<file path="config.mk">
export PLATFORM = sky130hd
export DESIGN_NAME = pc_unit
export DESIGN_NICKNAME = d
export VERILOG_FILES = /design/src/rtl/pc_pkg.sv /design/src/rtl/npc_calc.sv /design/src/rtl/pc_unit.sv
export SDC_FILE = /design/constraint.sdc
export NUM_CORES = 1
export LEC_CHECK = 0
export BUFFER_PORTS_ARGS = -buffer_cell sky130_fd_sc_hd__buf_2
export CORE_MARGIN = 10
export CORE_UTILIZATION = 54
export CTS_CLUSTER_DIAMETER = 120
export DETAILED_ROUTE_END_ITERATION = 10
export PLACE_DENSITY = 0.82
export SYNTH_ARGS = -nofsm -noshare
export SYNTH_HDL_FRONTEND = slang
export SYNTH_HIERARCHICAL = 1
export SYNTH_SLANG_ARGS = --single-unit
</file>
<file path="constraint.sdc">
create_clock -name clk -period 5.2 [get_ports clk]
set_input_delay 0.78 -clock clk [delete_from_list [all_inputs] [get_ports clk]]
set_output_delay 0.78 -clock clk [all_outputs]
set_load 0.01 [all_outputs]
</file>
<file path="src/rtl/pc_pkg.sv">
// pc_pkg: shared encodings, FSM state type and default addresses for the fetch PC unit.
//   NPC_*       : npc_sel encodings (any 1xx value is treated as sequential)
//   state_e     : RUN (normal fetch) / HOLD (redirect buffered while fetch blocked)
//   DEF_*       : default reset, exception-entry and legal instruction-memory addresses
package pc_pkg;
    localparam logic [2:0] NPC_SEQ = 3'b000;
    localparam logic [2:0] NPC_BR  = 3'b001;
    localparam logic [2:0] NPC_J   = 3'b010;
    localparam logic [2:0] NPC_JR  = 3'b011;

    typedef enum logic {RUN, HOLD} state_e;

    localparam logic [31:0] DEF_RESET_ADDR = 32'h0000_3000;
    localparam logic [31:0] DEF_EXC_ADDR   = 32'h0000_4180;
    localparam logic [31:0] DEF_IMEM_LO    = 32'h0000_3000;
    localparam logic [31:0] DEF_IMEM_HI    = 32'h0000_6FFC;
endpackage

</file>
<file path="src/rtl/npc_calc.sv">
// npc_calc: combinational next-PC target mux.
//   pc_f_i        : current fetch PC (sequential successor source)
//   pc_d_i        : PC of the control-transfer instruction in decode
//   imm16_i       : signed word offset for branches
//   instr_index_i : j/jal target field
//   rs_val_i      : jr target
//   npc_sel_i     : target select
//   target_o      : selected target address
//   redirect_o    : selection is a control transfer (branch, j/jal, jr)
module npc_calc
    import pc_pkg::*;
#(
    parameter int ADDR_W = 32
) (
    input  logic [ADDR_W-1:0] pc_f_i,
    input  logic [ADDR_W-1:0] pc_d_i,
    input  logic [15:0]       imm16_i,
    input  logic [25:0]       instr_index_i,
    input  logic [ADDR_W-1:0] rs_val_i,
    input  logic [2:0]        npc_sel_i,
    output logic [ADDR_W-1:0] target_o,
    output logic              redirect_o
);
    logic [ADDR_W-1:0] seq, pc_d4, br, jmp;

    assign seq   = pc_f_i + ADDR_W'(4);
    assign pc_d4 = pc_d_i + ADDR_W'(4);
    assign br    = pc_d4 + {{(ADDR_W-18){imm16_i[15]}}, imm16_i, 2'b00};
    assign jmp   = {pc_d4[ADDR_W-1:28], instr_index_i, 2'b00};

    assign redirect_o = npc_sel_i == NPC_BR || npc_sel_i == NPC_J || npc_sel_i == NPC_JR;
    assign target_o   = npc_sel_i == NPC_BR ? br :
                        npc_sel_i == NPC_J  ? jmp :
                        npc_sel_i == NPC_JR ? rs_val_i : seq;
endmodule

</file>
<file path="src/rtl/pc_unit.sv">
// pc_unit: fetch-stage PC generator with redirect buffering, exception entry/return and fetch-address checking.
//   clk, reset          : clock, synchronous active-high reset
//   stall_i             : hazard hold of pc_f
//   imem_ready_i        : instruction memory accepts pc_f this cycle
//   npc_sel_i           : 000 seq, 001 branch, 010 j/jal, 011 jr, 1xx seq
//   pc_d_i, imm16_i, instr_index_i, rs_val_i : target operands from decode
//   exc_req_i, eret_req_i, epc_i             : exception entry / return
//   pc_f_o              : fetch PC
//   fetch_valid_o       : pc_f is legal to fetch
//   adel_f_o            : fetch address error (misaligned or outside instruction memory)
//   redirect_pending_o  : a redirect is buffered waiting for fetch to advance
module pc_unit
    import pc_pkg::*;
#(
    parameter int                ADDR_W     = 32,
    parameter logic [ADDR_W-1:0] RESET_ADDR = ADDR_W'(DEF_RESET_ADDR),
    parameter logic [ADDR_W-1:0] EXC_ADDR   = ADDR_W'(DEF_EXC_ADDR),
    parameter logic [ADDR_W-1:0] IMEM_LO    = ADDR_W'(DEF_IMEM_LO),
    parameter logic [ADDR_W-1:0] IMEM_HI    = ADDR_W'(DEF_IMEM_HI)
) (
    input  logic              clk,
    input  logic              reset,
    input  logic              stall_i,
    input  logic              imem_ready_i,
    input  logic [2:0]        npc_sel_i,
    input  logic [ADDR_W-1:0] pc_d_i,
    input  logic [15:0]       imm16_i,
    input  logic [25:0]       instr_index_i,
    input  logic [ADDR_W-1:0] rs_val_i,
    input  logic              exc_req_i,
    input  logic              eret_req_i,
    input  logic [ADDR_W-1:0] epc_i,
    output logic [ADDR_W-1:0] pc_f_o,
    output logic              fetch_valid_o,
    output logic              adel_f_o,
    output logic              redirect_pending_o
);
    state_e            state_q, state_d;
    logic [ADDR_W-1:0] pc_f_q, pc_f_d, pend_q, pend_d, target;
    logic              redirect, adv;

    npc_calc #(.ADDR_W(ADDR_W)) u_npc (
        .pc_f_i        (pc_f_q),
        .pc_d_i        (pc_d_i),
        .imm16_i       (imm16_i),
        .instr_index_i (instr_index_i),
        .rs_val_i      (rs_val_i),
        .npc_sel_i     (npc_sel_i),
        .target_o      (target),
        .redirect_o    (redirect)
    );

    assign adv = !stall_i && imem_ready_i;

    // In RUN the mux output is already pc_f+4 when no redirect is selected.
    // In HOLD a fresh redirect supersedes the buffered one on the advancing cycle.
    always_comb begin
        state_d = state_q;
        pc_f_d  = pc_f_q;
        pend_d  = pend_q;
        if (exc_req_i) begin
            pc_f_d  = EXC_ADDR;
            state_d = RUN;
        end else if (eret_req_i) begin
            pc_f_d  = epc_i;
            state_d = RUN;
        end else if (state_q == RUN) begin
            if (adv) pc_f_d = target;
            else if (redirect) begin
                pend_d  = target;
                state_d = HOLD;
            end
        end else if (adv) begin
            pc_f_d  = redirect ? target : pend_q;
            state_d = RUN;
        end else if (redirect) pend_d = target;
    end

    always_ff @(posedge clk) begin
        if (reset) begin
            state_q <= RUN;
            pc_f_q  <= RESET_ADDR;
            pend_q  <= '0;
        end else begin
            state_q <= state_d;
            pc_f_q  <= pc_f_d;
            pend_q  <= pend_d;
        end
    end

    assign pc_f_o             = pc_f_q;
    assign redirect_pending_o = state_q == HOLD;
    assign adel_f_o           = pc_f_q[1:0] != 2'b00 || pc_f_q < IMEM_LO || pc_f_q > IMEM_HI;
    assign fetch_valid_o      = !adel_f_o && !reset;
endmodule

</file>
After elaboration in Yosys (flattened, before gate mapping):

Cells that the tools add are included.

* $add $sub $neg: 3
* $lt $le $gt $ge: 2
* equal/unequal tests: 3
* mux-type cells: 13
* bitwise operators: 3
* reductions and logical operators: 15

Operator list (number)
* 2-to-1 mux 32 bit: 8
* adder 32 x 3 -> 32 bit (second input constant): 2
* adder 32 bit: 1
* > comparator 32 x 15 -> 1 bit (second input constant): 1
* less-than comparator 32 x 14 -> 1 bit (second input constant): 1
* 2-to-1 mux 15 bit: 1
* == test 3 x 2 -> 1 bit (second input constant): 2
* logical OR 1 bit: 4
* 2-to-1 mux 1 bit: 4
* nonzero test 2 bit: 2
* == test 3 x 1 -> 1 bit (second input constant): 1
* logical NOT 1 bit: 3
* inverter 1 bit: 3
* AND reduction 3 bit: 1
* nonzero test 3 bit: 1
* OR reduction 3 bit: 1
* logical AND 1 bit: 2
* OR reduction 2 bit: 1

* register bits after elaboration: 65
* input bits: 147
* logic and storage cells: 43

Depth between registers and ports, before layout:

Gate-level depths: netlist of the first run.

* depth in word-level cells: 9
* mapped depth: 21
* gate-level depth less buffers: 19

Modules after synthesis:

Netlist of the first run, hierarchy kept.

Modules (own cells, without submodules)
* npc_calc: instances 1, cells each 502, area an instance 3565.9 um2
* pc_unit: instances 1, cells each 375, area an instance 2904.0 um2

Worst setup path before layout of the first run:

OpenSTA, ideal clock, no wires.

* path kind: input to register
* start point: in pc_d_i[5]
* end point: reg pc_f_q[28], in the netlist pc_f_o[28]
* setup time: 0.057 ns
* data arrival time: 4.178 ns
* data required time: 5.143 ns
* path slack: 0.965 ns
* cell stages on the path: 20
* path through: and4_1 > and3_1 > buf_4 > and4_1 > buf_4 > nand2_1 > xnor2_1 > ha_1 > buf_6 > a21o_1 > a21o_1 > or3_1 > or3_1 > a31oi_2 > o21ai_2 > a41o_1 > nor3_2 > nand2_1 > a31oi_1 > a21o_1

* cells in the longest elaborated chain, start to end: 7
* elaborated cells on any way between the ends: 9
* classes of those cells: 2 x add/sub; 7 x mux

RTL lines
* from (decl): RTL line pc_unit.sv:26 `input logic [ADDR_W-1:0] pc_d_i,`
* adder 32 x 3 -> 32 bit (*): RTL line npc_calc.sv:27 `assign pc_d4 = pc_d_i + ADDR_W'(4);`
* adder 32 bit / 2-to-1 mux 32 bit (equally long branches): RTL line npc_calc.sv:28, npc_calc.sv:33
* 2-to-1 mux 32 bit (*): RTL line npc_calc.sv:32 `assign target_o = npc_sel_i == NPC_BR ? br :`
* via target[28]: RTL line pc_unit.sv:39 `logic [ADDR_W-1:0] pc_f_q, pc_f_d, pend_q, pend_d, target;`
* 2-to-1 mux 32 bit
* 2-to-1 mux 32 bit: RTL line pc_unit.sv:73 `end else if (adv) begin`
* 2-to-1 mux 32 bit (*): RTL line pc_unit.sv:67 `end else if (state_q == RUN) begin`
* 2-to-1 mux 32 bit (*): RTL line pc_unit.sv:64 `end else if (eret_req_i) begin`
* to (signal assigned): RTL line pc_unit.sv:86 `pc_f_q <= pc_f_d;`
* to (decl): RTL line pc_unit.sv:39

The timed path passes the listed nets; every way through them passes the cells marked *. The select of a mux whose other input is x is not followed.
A chain may end at the register's enable or synchronous reset.

Worst setup path in the final report of the first run:

* start point: in pc_d_i[4]
* end point: reg pc_f_q[27], in the netlist pc_f_o[27]

* cells in the longest elaborated chain, start to end: 7
* elaborated cells on any way between the ends: 8
* classes of those cells: 2 x add/sub; 6 x mux

RTL lines
* adder 32 x 3 -> 32 bit (*): RTL line npc_calc.sv:27
* adder 32 bit (*): RTL line npc_calc.sv:28 `assign br = pc_d4 + {{(ADDR_W-18){imm16_i[15]}}, imm16_i, 2'b00};`
* 2-to-1 mux 32 bit (*): RTL line npc_calc.sv:32
* via target[27]: RTL line pc_unit.sv:39
* 2-to-1 mux 32 bit
* 2-to-1 mux 32 bit: RTL line pc_unit.sv:73
* 2-to-1 mux 32 bit (*): RTL line pc_unit.sv:67
* 2-to-1 mux 32 bit (*): RTL line pc_unit.sv:64

Marks and branches as above.

==> results of run 1 <==
-- synth_stat cells, types with 6 or more instances --
cell type / count / share of area (%)
nand2_1: 169 / 9.8
a21oi_1: 70 / 5.4
dfxtp_1: 65 / 20
a21o_1: 51 / 5.9
xnor2_1: 51 / 6.9
o21ai_0: 41 / 3.2
a31oi_1: 36 / 3.5
ha_1: 36 / 7.0
nor2_1: 32 / 1.9
nand3_1: 30 / 2.3
xor2_1: 28 / 3.8
clkbuf_1: 26 / 1.5
mux2i_1: 21 / 3.2
nand4_1: 18 / 1.7
buf_2: 15 / 1.2
and3_1: 13 / 1.3
nor3_1: 11 / 0.85
o22ai_1: 10 / 0.97
and4_1: 9 / 1.2
buf_4: 9 / 1.0
inv_1: 8 / 0.46
o21ai_1: 8 / 0.62
mux2_2: 7 / 1.2
o221ai_1: 7 / 0.95
or3_1: 7 / 0.68
nand2b_1: 6 / 0.58
nor4_1: 6 / 0.58
-- per-layer routing --
metal	up-vias	track usage, %
met5	-	0
met4	0	8.80
met3	58	6.97
met2	382	43.5
met1	3440	29.7
li1	3503	-
-- tightest hold or removal path, delay by kind of cell, from the launching register on --
kind	cells	cell delay, ns
flops	1	0.31
simple gates	1	0.05
compound gates	1	0.05
-- worst paths after layout --
kind	startpoint	endpoint	slack, ns
min reg2reg	pend_q[12]$_SDFFE_PP0P_	pend_q[12]$_SDFFE_PP0P_	0.45
min	pend_q[12]$_SDFFE_PP0P_	pend_q[12]$_SDFFE_PP0P_	0.45
max reg2reg	pc_f_o[2]$_SDFFE_PP0P_	pc_f_o[28]$_SDFFE_PP0P_	2.37
max	pc_d_i[4]	pc_f_o[27]$_SDFFE_PP0P_	0.85
-- state kept, by name, indices dropped and copies added, names as in the netlist --
name	count
pc_f_o	32
redirect_pending_o	1
pend_q	32
-- where the power goes --
group	internal, mW	switching, mW	leakage (nW)
Clock	0.446	0.232	0.155
Sequential	0.517	0.0254	0.530
Combinational	0.223	0.301	2.87
Total	1.19	0.559	3.55
-- kinds of logic after synthesis --
family / count (synthesis)
AND/OR/NAND/NOR: 328
adder cells (fa/ha/maj): 37
XOR/XNOR: 80
flip-flops: 65
buffers and inverters: 64
AO/OA/AOI/OAI: 275
multiplexers: 28
-- metrics by stage --
stage	total power [mW]	setup WS (ns)	hold WS, ns
4_1_cts	1.74	0.930	0.454
5_1_grt	1.82	0.588	0.465
3_5_place_dp	1.06	0.578	0.447
3_3_place_gp	1.06	0.636	0.442
2_1_floorplan	0.890	0.965	0.434
6_report	1.74	0.852	0.454
-- layout make-up --
class	instances	share of cell area, %
clock buffer	12	3.33
clock inverter	4	0.975
timing repair buffer	192	12.8
multi-input combinational	748	63.2
sequential	65	16.9
inverter	10	0.487
tap	143	2.32
==> reports/qor.yml, run 1 <==
status: "finished clean"
cp_cell_sequence: "buf_2 -> and4_1 -> and3_1 -> and4_1 -> buf_4 -> nand3_1 -> xnor2_1 -> ha_1 -> a21o_1 -> a21o_1 -> a21oi_1 -> o22a_1 -> o31ai_2 -> a311oi_2 -> xor2_1 -> a221oi_1 -> nand2_1 -> a31oi_1 -> a21o_1"
worst-path-stages: 19
arrival_ns: 4.64
ctsResizeCount: 0
worst-path-max-fanout: 10
cp.required_ns: 5.49
routed_wl_mm: 22.3
slowest_delay_ns: 0.39
route.vias.total: 7383
synthFlopType: "dfxtp_1"
finalNonFillerCells: 1174
drt-pass1-iter-count: 6
period_share_pct: 83.6
fin_area_sq_um: 7700
cpMostUsedCell: "a21o_1"
num_antenna_cells: 0
final_util_pct: 66.6
top_layer_used: "met4"
htree_levels: 3
max-cap-violations: 0
grt_pass1_vias: 7024
worstSetupStartpointType: "primary input"
crit_slowest_cell: "ha_1"
synth_edf_count: 0
post_route_cells_drive_above_1_share_pct: 23.1
finalCriticalPeriod_ns: 4.35
cts_buffer_depth: 2
synth_nets: 1061
drc: 0
dieArea_sq_um: 16800
synthAdderAreaFrac_pct: 7.27
antenna_found_initial: 0
fillCellCount: 1066
rows: 39
ys_ff_latch: 65
slew_headroom_pct: 22.3
dieWidth_um: 129
slew_violations: 0
worstSetupPathType: "in -> reg"
grt_first_pass_wirelength_mm: 34.7
power_density_nw_per_um2: 227
synth_area_sq_um: 6470
final.setup_skew_ns: 0.00844
endpoint_kind: "flip-flop"
wl_met3_mm: 2.13
initial_core_util_pct: 55.9
syn_avg_cell_area_sq_um: 7.38
cts_tree: "yes"
final_cell_mix: "buf_2 (181), nand2_1 (169), a21oi_1 (70)"
dp_hpwl_mm: 16.9
max_freq_mhz: 230
reg2reg_depth: 11
syn_inst: 877
drt_iter0_drc: 841
clk_pin_slew_ns: 0.06
cp_num_buf_inv: 2
synth_simple_gate_area_share_pct: 24.7
multi_input_area_sq_um: 4860
worst_pin_slew_ns: 1.16
wl_per_cell_um: 19.0
vias_per_cell: 6.29
ys_types: 71
dpl-instance-area_sq_um: 7370
grt_max_degree: 59
place_inst: 1158
cts_made_buffers: 9
area.growth.synth_to_final_pct: 19.0
synth_top_family_by_area: "compound AO/OA/AOI/OAI gates"
globalplace.congestion: 0.933
setup_viol: 0
wl_met2_mm: 10.7
ctsRootBufferMaster: "clkbuf_16"
cpLargestDelayFamily: "compound AO/OA/AOI/OAI gates"
synth-xor-area-share_pct: 10.9
ys_seq_area_share_pct: 20.1
hold_class: "reg -> reg"
cts_hold_buf: 0
ant_nets: 0
async_flop_share_pct: 0
core-area_sq_um: 11600
layout_commonest_cell: "buf_2"
ff_latch_area_sq_um: 1300
nNetsFinal: 1210
muxShareOfSynthArea_pct: 4.47
drt-met1-wl_mm: 8.84
synth_compound_area_share_pct: 27.7
insertion_delay_ns: 0.34
grt.overflow.total: 0
hold_path_depth: 2
tns_ns: 0
grt_setup_unrepaired: "false"
ys.warnings.count: 6
die_h_um: 129
grt_usage_pct: 25.3
cts.sinks: 65
ioPinCount: 182
io_buffers: 181
post_cts_buffers: 0
finalHoldViolCount: 0
ir_drop_v: 0.000215
power_leakage_nw: 3.55
(Power assumes the default switching activity.)
==> inputs of run 2 (changes only) <==
==> constraint.sdc (replaced) <==
create_clock -name clk -period 4 [get_ports clk]
set_input_delay 0.6 -clock clk [delete_from_list [all_inputs] [get_ports clk]]
set_output_delay 0.6 -clock clk [all_outputs]
set_load 0.01 [all_outputs]
==> run 2 against run 1 <==
Net effect:
- flip-flop and latch count unchanged
- sequential share of layout area decreased by 0.70 points
- register-to-register slack got worse by 1.3 ns
- global-route usage increased by 0.47 points
- wire length increased by 1.4%
- utilization increased by 2.9 points
- die area unchanged
- non-clock buffer count increased by 42
- total power increased by 32%
- clock power increased by 27%
==> reports/qor.yml, run 2 (synthesis results as in run 1) <==
power_frac_comb_pct: 31.9
hold_class: "in -> reg"
nNetsFinal: 1252
core-area_sq_um: 11600
fin_ws_ns: 0.289
max_freq_mhz: 269
p_int_mw: 1.58
dp_hpwl_mm: 17.3
drt_iter0_drc: 803
power_leakage_nw: 3.77
final_cell_mix: "buf_2 (181), nand2_1 (169), a21oi_1 (70)"
cts_tree: "yes"
place_inst: 1200
htree_levels: 3
layout_commonest_cell: "buf_2"
grt_pass1_vias: 7375
ant_nets: 0
route.vias.total: 7565
num_antenna_cells: 0
globalRoute.busiestLayer: "met2"
gr-usage-met1_pct: 30.0
die_h_um: 129
slew_violations: 0
slew_headroom_pct: 20.0
fillCellCount: 1020
ioPinCount: 182
insertion_delay_ns: 0.34
dieWidth_um: 129
grt_setup_unrepaired: "false"
wl_per_cell_um: 18.6
clk_pin_slew_ns: 0.05
worstSetupPathType: "in -> reg"
power_frac_clock_pct: 37.5
post_cts_buffers: 0
io_buffers: 181
worstSetupStartpointType: "primary input"
worst_pin_slew_ns: 1.20
switchingPower_uw: 720
cts_buffer_depth: 2
period_share_pct: 92.8
antenna_found_initial: 0
ctsRootBufferMaster: "clkbuf_16"
grt_usage_pct: 25.8
finalHoldViolCount: 0
status: "finished clean"
worst-path-max-fanout: 4
area.growth.synth_to_final_pct: 24.2
pwr-share-seq_pct: 30.7
finalNonFillerCells: 1216
post_route_cells_drive_above_1_share_pct: 26.3
grt_max_degree: 59
met2_usage_pct: 45.1
cts_made_buffers: 9
max-cap-violations: 0
initial_core_util_pct: 55.9
drc: 0
cp.required_ns: 4.28
endpoint_kind: "flip-flop"
rows: 39
tns_ns: 0
pre_cts_slack_ns: -0.0696
p_sw_share_pct: 31.3
power_density_nw_per_um2: 287
setup_viol: 0
grt.overflow.total: 0
drt-pass1-iter-count: 7
globalplace.congestion: 0.965
arrival_ns: 3.99
final.setup_skew_ns: 0.00512
dieArea_sq_um: 16800
ir_drop_v: 0.000295
grt_first_pass_wirelength_mm: 35.5
p_total_mw: 2.30
cts.sinks: 65
vias_per_cell: 6.22
finalCriticalPeriod_ns: 3.71
routed_wl_mm: 22.6
grtUsageMet3_pct: 6.36
run 2: worst paths after layout:
check | start | end | slack, ns | cells after the start
min | epc_i[23] | pc_f_o[23]$_SDFFE_PP0P_ | 0.45 | 2
min reg2reg | pend_q[16]$_SDFFE_PP0P_ | pend_q[16]$_SDFFE_PP0P_ | 0.46 | 2
max | pc_d_i[5] | pc_f_o[27]$_SDFFE_PP0P_ | 0.29 | 18
max reg2reg | pc_f_o[2]$_SDFFE_PP0P_ | pc_f_o[28]$_SDFFE_PP0P_ | 1.09 | 11
run 2: layout make-up:
class                           count  area, sq um  share of cell area [%]
Multi-Input combinational cell    748         4890                    60.8
Timing Repair Buffer              234         1300                    16.2
Sequential cell                    65         1300                    16.2
Clock buffer                       14          264                    3.29
Tap cell                          143          179                    2.23
Clock inverter                      2         60.1                   0.748
Inverter                           10         37.5                   0.467
run 2: critical path, stage by stage:
cell	delay, ns
buf_2	0.09
and4_1	0.20
and3_1	0.22
and4_1	0.28
nand3_1	0.11
xnor2_1	0.14
ha_1	0.32
a21o_1	0.18
a21o_1	0.18
a21oi_1	0.21
o22a_1	0.20
o31ai_2	0.09
a311oi_2	0.38
xor2_1	0.16
a221oi_2	0.29
nand2_1	0.08
a31oi_1	0.17
a21o_1	0.10
run 2: what timing repair did:
item,CTS,global route
hold endpoints to repair,0,0
resized for setup,0,4
hold buffers,0,0
setup endpoints to repair,0,3
run 2: power by group through the flow:
stage                     Clock, mW  Sequential, mW  Combinational (mW)
after detailed placement          0           0.718               0.712
final                         0.862           0.706               0.734
after global routing          0.899           0.709               0.801
after floorplan                   0           0.717               0.441
after CTS                     0.868           0.705               0.718
after global placement            0           0.717               0.700
run 2: metal layers:
layer / vias up / share of wire, %
met5: - / 0
met1: 3486 / 38
li1: 3589 / -
met2: 427 / 48
met4: 0 / 3.2
met3: 63 / 10
run 2: stage by stage:
stage / util [%] / instance area [sq um] / hold WS (ns)
finish: 69.5 / 8030 / 0.454
global route: 69.5 / 8030 / 0.448
CTS: 69.3 / 8010 / 0.449
floorplan: - / 6470 / 0.434
global placement: 66.5 / 7680 / 0.441
detailed placement: 66.5 / 7680 / 0.447
==> inputs of run 3 (changes only) <==
--- a/config.mk
+++ b/config.mk
@@ -7,10 +7,11 @@
 export LEC_CHECK = 0
 export BUFFER_PORTS_ARGS = -buffer_cell sky130_fd_sc_hd__buf_2
 export CORE_MARGIN = 10
-export CORE_UTILIZATION = 54
+export CORE_UTILIZATION = 55
+export CTS_BUF_LIST = sky130_fd_sc_hd__clkbuf_4 sky130_fd_sc_hd__clkbuf_8
 export CTS_CLUSTER_DIAMETER = 120
 export DETAILED_ROUTE_END_ITERATION = 10
-export PLACE_DENSITY = 0.82
+export PLACE_DENSITY = 0.84
 export SYNTH_ARGS = -nofsm -noshare
 export SYNTH_HDL_FRONTEND = slang
 export SYNTH_HIERARCHICAL = 1
==> run 3 against run 2 <==
Net effect:
- first-iteration DRC count is 1.2% lower
- largest cell class unchanged
- clock skew is 0.0027 ns higher
- final area is 0.92% lower
- sequential power hardly changed
- worst setup slack worse by 0.084 ns
- flip-flop and latch count stayed put
- utilization is 0.052 points lower
- critical path depth is 1 lower
- global-route usage is 0.13 points higher
- clock power is 22% lower
- combinational power is 0.5% higher
==> reports/qor.yml, run 3 (synthesis results as in run 1) <==
status: "finished clean"
place_inst: 1200
dieArea_sq_um: 16500
ff_latch_area_sq_um: 1300
grt_pass1_vias: 7426
hold_class: "in -> reg"
num_antenna_cells: 0
antenna_found_initial: 0
core-area_sq_um: 11500
grt_usage_pct: 25.9
multi_input_area_sq_um: 4900
dieWidth_um: 128
cts.sinks: 65
vias_per_cell: 6.28
initial_core_util_pct: 56.4
cts_made_buffers: 9
wl_per_cell_um: 18.4
pre_cts_slack_ns: -0.142
clk_pin_slew_ns: 0.07
final_util_pct: 69.4
dp_hpwl_mm: 17.3
post_route_cells_drive_above_1_share_pct: 26.6
htree_levels: 3
tns_ns: 0
globalplace.congestion: 0.962
drt-pass1-iter-count: 8
final_cell_mix: "buf_2 (181), nand2_1 (169), a21oi_1 (70)"
finalHoldViolCount: 0
cts_tree: "yes"
routed_wl_mm: 22.4
worst_pin_slew_ns: 1.21
drt-met1-wl_mm: 8.58
setup_viol: 0
fillCellCount: 1013
route.vias.total: 7647
cp.required_ns: 4.30
ant_nets: 0
power_density_nw_per_um2: 265
wl_met3_mm: 2.20
worstSetupPathType: "in -> reg"
rows: 39
area.growth.synth_to_final_pct: 23.0
finalNonFillerCells: 1217
ioPinCount: 182
wl_met2_mm: 10.7
ir_drop_v: 0.000258
endpoint_kind: "flip-flop"
ctsRootBufferMaster: "clkbuf_8"
max-cap-violations: 0
r2r_slack_ns: 1.20
top_layer_used: "met4"
drc: 0
period_share_pct: 94.9
slew_violations: 0
power_leakage_nw: 3.73
grt_max_degree: 59
slew_headroom_pct: 19.1
layout_commonest_cell: "buf_2"
grt_first_pass_wirelength_mm: 35.6
die_h_um: 128
finalCriticalPeriod_ns: 3.80
cts_buffer_depth: 2
drt_iter0_drc: 793
final.setup_skew_ns: 0.00777
nNetsFinal: 1253
io_buffers: 181
arrival_ns: 4.09
insertion_delay_ns: 0.36
worstSetupStartpointType: "primary input"
grt.overflow.total: 0
max_freq_mhz: 263
worst-path-max-fanout: 5
fin_ws_ns: 0.205
==> run 3: worst paths after layout <==
path	to	cells past startpoint	from
worst max-delay path	pend_q[20]$_SDFFE_PP0P_	17	pc_d_i[5]
worst min-delay path	pc_f_o[25]$_SDFFE_PP0P_	2	epc_i[25]
worst max register to register	pc_f_o[28]$_SDFFE_PP0P_	11	pc_f_o[2]$_SDFFE_PP0P_
worst min register to register	pend_q[25]$_SDFFE_PP0P_	2	pend_q[25]$_SDFFE_PP0P_
==> run 3: where the power goes <==
part	total [mW]	internal, mW	switching (mW)	leakage [nW]
Sequential	0.705	0.671	0.0341	0.530
Combinational	0.738	0.334	0.404	3.08
Clock	0.670	0.407	0.264	0.121
==> run 3: routing by layer <==
metal / vias to the layer above / track usage (%)
li1: 3593 / -
met1: 3530 / 29.9
met2: 439 / 44.4
met3: 85 / 6.61
met4: 0 / 11.2
met5: - / 0
==> run 3: critical path, stage by stage <==
cell and delay (ns):
buf_2 0.09, and4_1 0.21, and3_1 0.26, and4_1 0.28, nand2_1 0.08, xnor2_1 0.13
ha_1 0.29, a21o_1 0.18, a21o_1 0.18, or3_1 0.34, or3_1 0.35, a31oi_2 0.22
xor2_1 0.10, a222oi_1 0.42, buf_4 0.18, nand2_1 0.04, a21oi_1 0.14
==> run 3: per-stage QoR <==
step	power, mW	instance area (sq um)	hold WS, ns
after floorplan	1.16	6470	0.434
after global placement	1.42	7680	0.440
after detailed placement	1.43	7680	0.447
after CTS	2.09	7920	0.420
after global routing	2.21	7960	0.425
final	2.11	7960	0.425
==> run 3: layout make-up <==
type	count	share of cell area [%]
multi-input cells	748	61.5
repair buffers	235	16.5
flip-flops and latches	65	16.3
well taps	143	2.25
clock buffers	14	2.18
clock inverters	2	0.754
inverters	10	0.472
==> run 3: repair_timing <==
action,4_1_cts,5_1_grt
gates resized for setup,0,6
setup endpoints to repair,0,6
hold buffers,0,0
buffers inserted,0,1
